--- config.mk ---
export PLATFORM = sky130hd
export DESIGN_NAME = portb_ctrl
export DESIGN_NICKNAME = d
export VERILOG_FILES = /design/src/rtl/portb_ctrl.sv
export SDC_FILE = /design/constraint.sdc
export NUM_CORES = 1
export LEC_CHECK = 0
export BUFFER_PORTS_ARGS = -buffer_cell sky130_fd_sc_hd__clkbuf_2
export CAP_MARGIN = 15
export CORE_MARGIN = 2
export CORE_UTILIZATION = 45
export CTS_BUF_LIST = sky130_fd_sc_hd__clkbuf_8
export DETAILED_ROUTE_END_ITERATION = 10
export PLACE_DENSITY = 0.79
export SYNTH_ARGS = -nofsm -noshare
export SYNTH_HDL_FRONTEND = slang
export SYNTH_SLANG_ARGS = --single-unit
--- constraint.sdc ---
create_clock -name clk -period 1.2 [get_ports clk]
set_input_delay 0.12 -clock clk [delete_from_list [all_inputs] [get_ports clk]]
set_output_delay 0.12 -clock clk [all_outputs]
set_load 0.02 [all_outputs]
--- src/rtl/portb_ctrl.sv ---
// PORTB register controller: TRISB/latch, pin sync, RB0/INT and RB7:4 change flags.
// Optional weak pull-up control under PORTB_WEAK_PULLUP_EN.
module portb_ctrl #(
  parameter logic [7:0] PORT_ADDR   = 8'h06,
  parameter logic [7:0] TRIS_ADDR   = 8'h86,
  parameter int         SYNC_STAGES = 2
) (
  input  logic       clk,
  input  logic       rst_n,
  input  logic [7:0] addr,
  input  logic       wr_en,
  input  logic       rd_en,
  input  logic [7:0] wdata,
  output logic [7:0] rdata,
  input  logic [7:0] pin_in,
  output logic [7:0] pin_out,
  output logic [7:0] pin_oe,
  input  logic       intedg,
  input  logic       intf_clr,
  input  logic       rbif_clr,
  output logic       intf,
  output logic       rbif
`ifdef PORTB_WEAK_PULLUP_EN
  ,
  input  logic       rbpu_n,
  output logic [7:0] pu_en
`endif
);

  logic [7:0] trisb;
  logic [7:0] latch;
  logic [7:0] sync_q [SYNC_STAGES];
  logic [7:0] pin_s;
  logic       prev0;
  logic [3:0] rb_ref;

  logic       port_sel;
  logic       tris_sel;
  logic       int_edge;
  logic       int_set;
  logic       rb_set;

  assign port_sel = (addr == PORT_ADDR);
  assign tris_sel = (addr == TRIS_ADDR);
  assign pin_s    = sync_q[SYNC_STAGES-1];

  assign int_edge = intedg ? (pin_s[0] & ~prev0)
                           : (~pin_s[0] & prev0);
  assign int_set  = int_edge & trisb[0];
  // only input-configured RB7:4 bits may raise the change flag
  assign rb_set   = |((pin_s[7:4] ^ rb_ref) & trisb[7:4]);

  always_ff @(posedge clk) begin
    if (!rst_n) begin
      trisb  <= 8'hFF;
      latch  <= 8'h00;
      prev0  <= 1'b0;
      rb_ref <= 4'h0;
      intf   <= 1'b0;
      rbif   <= 1'b0;
      for (int i = 0; i < SYNC_STAGES; i++)
        sync_q[i] <= 8'h00;
    end else begin
      if (wr_en && port_sel)
        latch <= wdata;
      if (wr_en && tris_sel)
        trisb <= wdata;
      sync_q[0] <= pin_in;
      for (int i = 1; i < SYNC_STAGES; i++)
        sync_q[i] <= sync_q[i-1];
      prev0 <= pin_s[0];
      if (rd_en && port_sel)
        rb_ref <= pin_s[7:4];
      intf <= int_set | (intf & ~intf_clr);
      rbif <= rb_set | (rbif & ~rbif_clr);
    end
  end

  always_comb begin
    rdata = 8'h00;
    unique case (1'b1)
      port_sel: rdata = (trisb & pin_s) | (~trisb & latch);
      tris_sel: rdata = trisb;
      default:  rdata = 8'h00;
    endcase
  end

  assign pin_out = latch;
  assign pin_oe  = ~trisb;

`ifdef PORTB_WEAK_PULLUP_EN
  assign pu_en = {8{~rbpu_n}} & trisb;
`endif

endmodule

[Yosys cells after proc, flatten, opt, wreduce, memory -nomap -nowiden]
Memories as Yosys holds them, arrays and structs flattened.
Cells that the tools add are included.
W data, S select, Z words.
Storage, ports and cells
  register bits after elaboration: 23
  latch bits: 0
  bits in writable memories: 16
  ROM bits: 0
  bits of input ports: 31
  output and inout bits: 26
  logic and storage cells: 38
  memories: 1
Operators by class
  add/subtract/negate cells: 0
  $mul: 0
  divide/modulo/power cells: 0
  $lt $le $gt $ge: 0
  equal/unequal tests: 2
  shift-type cells: 0
  multiplexer cells: 6
  bitwise gates (word level): 19
  reduce and logical (&&, ||, !) cells: 4
Memories
  sync_q: words 2, width 8, rd ports 2, clocked after memory_dff 0, write ports 2, RTL line 32  | logic [7:0] sync_q [SYNC_STAGES];
Operators with widths (count)
  $and A8 B8 Y8: 2
  $mux W8: 2
  $pmux W8 S2: 1
  $eq A8 B3 Y1 const B: 1
  $eq A8 B8 Y1 const B: 1
  $not A8 Y8: 1
  $or A8 B8 Y8: 1
  $and A1 B1 Y1: 5
  $and A4 B4 Y4: 1
  $not A1 Y1: 4
  $or A1 B1 Y1: 4
  $reduce_or A4 Y1: 1
  $xor A4 B4 Y4: 1
  $logic_and A1 B1 Y1: 3
  $mux W1: 3

[Logic depth before layout (Yosys ltp)]
Gate-level depths: netlist (run 1).
  depth in word-level cells: 5
  gate-level depth with buffers: 4
  mapped depth without buffers: 3

[Worst setup path after synthesis (run 1)]
Ideal clock, no wire load.
  path type: in2out
  start: in addr[4]
  end: out rdata[0]
  data arrival time: 1.172 ns
  data required time: 1.080 ns
  setup slack: -0.092 ns
  cell stages on the path: 3
  buffers on the path: 0
  cells stage by stage: nor4b_4 > nand2_1 > a21oi_1
Between the ends
  word-level cells in the longest chain between the ends: 2
  elaborated cells between the ends (all ways): 3
  classes of those cells: 2 x eq/ne; 1 x mux
RTL lines
  start: declaration: RTL line 10  | input logic [7:0] addr,
  $eq A8 B8 Y1 / $eq A8 B3 Y1 (equally long branches): RTL line 44, 43
  $pmux W8 S2 (*): RTL line 81  | unique case (1'b1)
  end: declaration: RTL line 14  | output logic [7:0] rdata,
Mark *: on every way between the ends. The rest lies on a longest branch, timed or not.

[Worst setup path after layout (run 1)]
  start: reg trisb[6]
  end: out rdata[6]
Between the ends
  word-level cells in the longest chain between the ends: 4
  elaborated cells between the ends (all ways): 5
  classes of those cells: 1 x mux; 4 x bitwise
RTL lines
  start: declaration: RTL line 30  | logic [7:0] trisb;
  start signal: assignment: RTL line 67  | trisb <= wdata;
  $not A8 Y8: RTL line 82  | port_sel: rdata = (trisb & pin_s) | (~trisb & latch);
  $and A8 B8 Y8: RTL line 82
  $or A8 B8 Y8: RTL line 82
  $pmux W8 S2 (*): RTL line 81
Marked as above.

==> results.cfg, run 1 <==
[status]
status = finished with violations
violations = negative setup slack

[synthesis]
syn-cell-area_um2 = 1650
synth_cells = 187
ys_warn_count = 0
synth.avg_cell_area_um2 = 8.80
ys_types = 24
seq_area_frac_synth_pct = 47.5
syn_nets = 218
ys_seq_elements = 39

[power_and_ir_drop]
pwr_density_cell_nw_per_um2 = 1050
p_int_mw = 1.95
peakVddDrop_mv = 0.962
p_sw_share_pct = 21.9
p_total_mw = 2.49
p_clk_share_pct = 37.3
power.switching_mw = 0.545
p_seq_share_pct = 53.5
p_leak_nw = 1.21
p_comb_share_pct = 9.2

[setup_path]
critPathMaxFanout = 3
required_ns = 1.08
max_stage_delay_ns = 0.33
worst_ep_arrival_time_ns = 1.16
path_cells = nor2_1 -> nand2_1 -> a21oi_2 -> clkbuf_8
reg2reg_depth = 4
critPathKind = reg2out
slowest_stage = dfxtp_2
cp_top_family = flip-flops
crit_path_end_kind = output port
critical_path_depth = 4
worst_setup_path_start_kind = register
crit_buf_inv = 1

[timing]
skew_ns = 0.00672
tightestPinTransition_ns = 0.302
hold_viol = 0
worst_slack_ns = -0.0796
drv_slew = 0
slew_headroom_pct = 79.8
layout_worst_path_cycle_share_pct = 107
fin_tns_setup_ns = -0.0944
fin_crit_ns = 1.28
setup_viol = 3
rsz0062_at_grt = true
fmax_mhz = 781

[clock_network]
cts_hold_buf = 0
clockBufferDepth = 2
numCtsBuffers = 5
cts.clk_slew.worst_paths_ns = 0.07
htree_num_levels = 2
cts.sinks = 39
clk-insertion-delay-late_ns = 0.28
cts_tree = done
clockRootBuffer = clkbuf_8

[min_path]
hold_path.class = in2reg
min_path_cells = 2

[routing]
vias = 1546
drt-wirelength-per-cell_um = 12.9
ant_nets = 0
routed_wl_mm = 4.01
drc = 0
viasPerCell = 4.99
drt_pass1_iterations = 4
initialDrtViolationCount = 97

[floorplanning]
dieWidth_um = 64.5
dieHeight_um = 64.5
die_area_um2 = 4160
io_pins = 57
fp.coreArea_um2 = 3420
start_util_pct = 48.2
std_cell_rows = 21

[global_routing]
grt-ovfl-total = 0
antenna_found_initial = 0
grt_start_max_net_pins = 34
grt_pass1_wl_mm = 6.33
track_usage_pct = 19.9
first_global_vias = 1421

[placed_design]
portBuffers = 56
dp_hpwl_mm = 2.68
routabilityCongestion = 0.876

[layout]
area_growth_pct = 44.0
final_util_pct = 69.4
regArea_um2 = 802
fin_nets = 294
fillers = 276
multi_input_area_um2 = 853
diodes = 0
drive_gt1_share_pct = 43.6

[run]
cap_violations = 0
## layout make-up
type / instances / area share, %
clock buffer: 7 / 4.07
multi-input combinational: 131 / 36.0
sequential: 39 / 33.8
inverter: 9 / 1.43
tap: 46 / 2.43
clock inverter: 1 / 0.158
timing repair buffer: 77 / 22.1
## power groups by stage
stage               clock, mW  combinational [mW]  sequential [mW]
floorplan                   0              0.0973             1.37
global placement            0               0.196             1.37
detailed placement          0               0.200             1.37
CTS                     0.945               0.213             1.33
global route             1.01               0.253             1.34
finish                  0.929               0.230             1.33
## layout by cell type (no fill, tap or decap), types with 2 or more instances in the layout
| cell | synthesis | layout |
|---|---|---|
| dfxtp_1 | 39 | 26 |
| nor2_2 | 0 | 2 |
| inv_1 | 9 | 9 |
| o21ai_0 | 9 | 5 |
| dfxtp_2 | 0 | 11 |
| a21oi_1 | 15 | 7 |
| buf_4 | 1 | 21 |
| and2_1 | 17 | 17 |
| nand4_1 | 4 | 4 |
| o21ai_1 | 0 | 3 |
| dfxtp_4 | 0 | 2 |
| nand2_1 | 25 | 24 |
| mux2i_1 | 16 | 16 |
| o31ai_1 | 4 | 4 |
| nor2_1 | 24 | 21 |
| clkbuf_2 | 0 | 45 |
| clkbuf_8 | 0 | 12 |
| nor2b_1 | 2 | 2 |
| a21oi_2 | 0 | 7 |
| xor2_1 | 4 | 4 |
| nand2b_1 | 2 | 2 |
| buf_6 | 0 | 5 |
## path summary, 6_finish.rpt
check / start / endpoint / slack, ns
worst max register to register: sync_q[0][13] / rbif / 0.08
worst min-delay path: pin_in[7] / sync_q[0][7] / 0.04
worst max-delay path: trisb[6] / rdata[6] / -0.08
worst min register to register: sync_q[0][5] / sync_q[0][13] / 0.43
## metal layers
layer	share of wire [%]	vias up	GRT usage [%]	wire, um
met1	41	711	23.7	1640
met3	4.8	14	5.03	191
met2	52	47	34.5	2070
met4	2.6	0	7.18	106
li1	-	774	-	-
met5	0	-	0	0
## per-stage QoR
step,hold WS (ns),instance area (um2),instances,setup slack [ns]
final,0.0408,2370,310,-0.0796
after global routing,0.0409,2370,310,-0.124
after CTS,0.0350,2270,306,-0.0209
after detailed placement,0.328,2020,291,-0.159
after global placement,0.319,2020,291,-0.0931
after floorplan,0.242,1650,187,-0.0922
## worst register-to-register path, stage by stage, from the launching register on
cell and delay [ns]:
dfxtp_2 0.34, buf_6 0.12, xor2_1 0.13, a222oi_1 0.32, a21oi_1 0.10
## cells by family after synthesis
logic type / Yosys count / share of synthesized area [%]
and+or+nand+nor: 82 / 26.8
DFF: 39 / 47.5
AOI/OAI and AO/OA: 29 / 9.73
buffers and inverters: 17 / 4.11
muxes: 16 / 9.73
xor gates and xnor gates: 4 / 2.13
## Yosys cell counts
cell type | number | share of area, %
o31ai_1 | 4 | 1.8
nor2_1 | 24 | 5.5
xor2_1 | 4 | 2.1
dfxtp_1 | 39 | 47
a222oi_1 | 1 | 0.61
or3b_2 | 1 | 0.53
nor2b_1 | 2 | 0.76
nand4_1 | 4 | 1.5
nand4_4 | 1 | 1.3
clkbuf_1 | 7 | 1.6
o21ai_0 | 9 | 2.7
buf_4 | 1 | 0.46
and3b_1 | 1 | 0.53
mux2i_1 | 16 | 9.7
nand2b_1 | 2 | 0.76
or4b_1 | 1 | 0.61
and2_1 | 17 | 6.5
nor3b_1 | 1 | 0.46
inv_1 | 9 | 2.1
nor3b_2 | 1 | 0.76
nand2_1 | 25 | 5.7
nor4b_4 | 1 | 1.4
nand4b_1 | 1 | 0.53
a21oi_1 | 15 | 4.6
## flip-flops by register name, indices dropped and copies added (netlist names)
register,cells
intf,1
pin_out,8
prev0,1
rb_ref,4
rbif,1
sync_q,16
trisb,8
## timing repair
action | CTS | global route
buffers inserted | 7 | 4
pin swaps | 13 | 7
resized for setup | 34 | 30
endpoints found under the setup margin | 8 | 9
No activity file was read; power rests on OpenSTA's default activity.
==> inputs of run 2 (changes only) <==
Settings changed: CTS_CLUSTER_DIAMETER from default to 60, SKIP_CTS_REPAIR_TIMING from default to 1.
==> run 2 against run 1 <==
Effect of this change:
- the flow still finishes with violations (negative setup slack)
- global-route usage is 1.8 points lower
- highest routed layer unchanged
- cell count down 1.3%
- wire length shrank 4.6%
- combinational power shrank 8%
- core utilization decreased by 2.7 points
- critical endpoint unchanged
==> results.cfg, run 2 (synthesis gave the netlist of run 1 again) <==
[status]
status = finished with violations
violations = negative setup slack

[floorplanning]
io_pins = 57
dieWidth_um = 64.5
dieHeight_um = 64.5
std_cell_rows = 21
die_area_um2 = 4160
start_util_pct = 48.2
fp.coreArea_um2 = 3420

[global_routing]
track_usage_pct = 18.0
grt_pass1_wl_mm = 5.80
grt-ovfl-total = 0
antenna_found_initial = 0
grt_start_max_net_pins = 34
first_global_vias = 1315

[clock_network]
cts_tree = done
cts.clk_slew.worst_paths_ns = 0.07
clk-insertion-delay-late_ns = 0.29
clockBufferDepth = 2
htree_num_levels = 2
cts.sinks = 39
numCtsBuffers = 5
clockRootBuffer = clkbuf_8

[power_and_ir_drop]
pwr_density_cell_nw_per_um2 = 1090
p_comb_share_pct = 8.6
peakVddDrop_mv = 1.01
p_clk_share_pct = 37.8
p_int_mw = 1.93
power.switching_mw = 0.547
p_leak_nw = 1.18
p_seq_share_pct = 53.7
p_total_mw = 2.48
p_sw_share_pct = 22.1

[setup_path]
crit_path_end_kind = output port
critPathKind = reg2out
critPathMaxFanout = 3
rrSetupSlack_ns = 0.15
worst_ep_arrival_time_ns = 1.17
worst_setup_path_start_kind = register
required_ns = 1.08

[routing]
initialDrtViolationCount = 96
viasPerCell = 5.00
drt_pass1_iterations = 4
vias = 1529
ant_nets = 0
routed_wl_mm = 3.82
drc = 0
drt-wirelength-per-cell_um = 12.5

[layout]
diodes = 0
area_growth_pct = 38.5
top_register = sync_q
fin_area_um2 = 2280
largest_reg_flops = 16
drive_gt1_share_pct = 41.5
fin_nets = 290
mostFrequentLayoutCells = clkbuf_2, dfxtp_1, nand2_1
mostFrequentLayoutCell = clkbuf_2

[timing]
fmax_mhz = 777
skew_ns = 0.00733
worst_slack_ns = -0.0866
slew_headroom_pct = 80.5
hold_viol = 0
setup_viol = 2
layout_worst_path_cycle_share_pct = 107
rsz0062_at_grt = true
tightestPinTransition_ns = 0.290
drv_slew = 0
fin_crit_ns = 1.29

[placed_design]
placed_area_um2 = 2020
dp_hpwl_mm = 2.68
routabilityCongestion = 0.876
portBuffers = 56

[min_path]
hold_path.class = in2reg

[run]
cap_violations = 0
run 2: path summary, 6_finish.rpt:
check	cells past startpoint	startpoint	end
worst min register to register	1	sync_q[0][4]	sync_q[0][12]
worst max register to register	3	rb_ref[1]	rbif
worst min-delay path	2	pin_in[6]	sync_q[0][6]
worst max-delay path	3	sync_q[0][14]	rdata[6]
run 2: through the flow:
step,hold slack [ns],cells,setup TNS (ns),util (%),setup WS [ns]
3_5_place_dp,0.328,291,-0.899,59.3,-0.159
5_1_grt,0.0393,306,-0.309,66.7,-0.0988
3_3_place_gp,0.319,291,-0.616,59.3,-0.0931
2_1_floorplan,0.242,187,-0.737,-,-0.0922
4_1_cts,0.0350,299,-0.514,62.2,-0.110
6_report,0.0369,306,-0.104,66.7,-0.0866
run 2: power groups by stage:
stage / clock network, mW / registers, mW / logic (mW)
2_1_floorplan: 0 / 1.37 / 0.0973
3_3_place_gp: 0 / 1.37 / 0.196
3_5_place_dp: 0 / 1.37 / 0.200
4_1_cts: 0.945 / 1.34 / 0.200
5_1_grt: 1.01 / 1.33 / 0.235
6_report: 0.936 / 1.33 / 0.212
run 2: final cells by class:
class,count,area (um2)
Timing Repair Buffer,73,445
Inverter,9,33.8
Sequential cell,39,807
Multi-Input combinational cell,131,835
Fill cell,295,1140
Tap cell,46,57.6
Clock buffer,7,96.3
Clock inverter,1,3.75
run 2: metal layers:
metal / up-vias / routed length [um] / track usage (%)
met4: 0 / 48 / 6.38
met3: 6 / 215 / 5.21
met1: 703 / 1600 / 21.4
li1: 769 / - / -
met2: 51 / 1950 / 31.1
met5: - / 0 / 0
run 2: worst max-delay path, cell delays in order (launching register included):
cell and delay, ns:
dfxtp_2 0.35, o21ai_0 0.28, a21oi_2 0.10, buf_4 0.16
==> inputs of run 3 (changes only) <==
Settings changed: CELL_PAD_IN_SITES_DETAIL_PLACEMENT from default to 0, CELL_PAD_IN_SITES_GLOBAL_PLACEMENT from default to 1, CORE_UTILIZATION 45 to 34, PLACE_DENSITY 0.79 to 0.81.
==> run 3 against run 2 <==
Effect of this change:
- the run still ends with negative setup slack left
- via count fell by 3.7%
- worst hold slack got worse by 0.0073 ns
- cell count rose by 0.98%
- global-route usage fell by 3.0 points
- clock power rose by 37%
- critical path type unchanged
- critical endpoint is now rdata[4]
==> results.cfg, run 3 (synthesis gave the netlist of run 1 again) <==
[status]
status = finished with violations
violations = negative setup slack

[clock_network]
clk-insertion-delay-late_ns = 0.29
numCtsBuffers = 5
htree_num_levels = 2
cts.sinks = 39
clockRootBuffer = clkbuf_8
cts_tree = done
clockBufferDepth = 2
cts.clk_slew.worst_paths_ns = 0.08

[routing]
initialDrtViolationCount = 112
drt_pass1_iterations = 4
ant_nets = 0
vias = 1472
drt-wirelength-per-cell_um = 12.7
routed_wl_mm = 3.91
viasPerCell = 4.76
drc = 0

[timing]
setup_viol = 1
hold_viol = 0
fin_crit_ns = 1.21
layout_worst_path_cycle_share_pct = 101
slew_headroom_pct = 77.3
tightestPinTransition_ns = 0.341
fin_tns_setup_ns = -0.00792
rsz0062_at_grt = true
fmax_mhz = 828
skew_ns = 0.00608
drv_slew = 0
worst_slack_ns = -0.00792
worst_hold_slack_ns = 0.0297

[global_routing]
use_met1_pct = 19.4
grt_pass1_wl_mm = 6.02
grt_start_max_net_pins = 34
grt-ovfl-total = 0
grtUsageMet2_pct = 23.6
first_global_vias = 1310
track_usage_pct = 15.0
grtUsageMet3_pct = 3.02
busiest_layer = met2
antenna_found_initial = 0

[power_and_ir_drop]
pwr_density_cell_nw_per_um2 = 1190
p_leak_nw = 1.19
p_total_mw = 2.83
peakVddDrop_mv = 0.751

[setup_path]
worst_ep_arrival_time_ns = 1.09
reg2reg_depth = 3
critPathKind = reg2out
worst_setup_path_start_kind = register
critPathMaxFanout = 5
crit_path_end_kind = output port
required_ns = 1.08

[floorplanning]
std_cell_rows = 25
fp.coreArea_um2 = 4690
io_pins = 57
start_util_pct = 35.1
dieWidth_um = 73.6
die_area_um2 = 5410
dieHeight_um = 73.6

[layout]
mostFrequentLayoutCells = clkbuf_2, dfxtp_1, nand2_1
mostFrequentLayoutCell = clkbuf_2
final_util_pct = 50.7
top_register = sync_q
largest_reg_flops = 16
fin_nets = 285
area_growth_pct = 44.6
diodes = 0
drive_gt1_share_pct = 42.0

[min_path]
min_path_cells = 2
hold_path.class = in2reg

[placed_design]
dp_hpwl_mm = 2.76
portBuffers = 56
routabilityCongestion = 0.823
place_ws_ns = -0.116

[run]
cap_violations = 0
[run 3: cell types whose count changed in the layout (fill, tap and decap cells not counted), sizes merged]
| cell | before | now |
|---|---|---|
| buf | 26 | 22 |
| bufinv | 0 | 2 |
| clkbuf | 54 | 51 |
[run 3: metal layers]
layer / wire length (um) / part of all wire [%]
met3: 161 / 4.1
met5: 0 / 0
met4: 75 / 1.9
met1: 1730 / 44
met2: 1940 / 50
[run 3: worst paths after layout]
check	start	to	slack (ns)
hold reg to reg	sync_q[0][4]	sync_q[0][12]	0.43
hold / removal	pin_in[7]	sync_q[0][7]	0.03
setup reg to reg	rb_ref[1]	rbif	0.10
setup / recovery	trisb[4]	rdata[4]	-0.008
[run 3: worst max-delay path, stage by stage (launching register included)]
cell     delay (ns)
dfxtp_4        0.36
nor2_1         0.08
nand2_1        0.09
a21oi_4        0.14
buf_6          0.13
[run 3: layout make-up]
| class | count | area, um2 |
|---|---|---|
| fill | 469 | 2310 |
| multi-input combinational | 131 | 897 |
| sequential | 39 | 806 |
| timing repair buffer | 68 | 442 |
| clock buffer | 5 | 68.8 |
| tap | 54 | 67.6 |
| clock inverter | 3 | 63.8 |
| inverter | 9 | 33.8 |
[run 3: report_power, final]
part           internal, mW  switching, mW  total (mW)
sequential             1.32         0.0141        1.33
clock                 0.823          0.454        1.28
combinational         0.106          0.118       0.223
[run 3: metrics by stage]
| stage | std cells | instance area (um2) |
|---|---|---|
| global route | 309 | 2380 |
| floorplan | 187 | 1650 |
| finish | 309 | 2380 |
| global placement | 298 | 2040 |
| CTS | 306 | 2170 |
| detailed placement | 298 | 2040 |
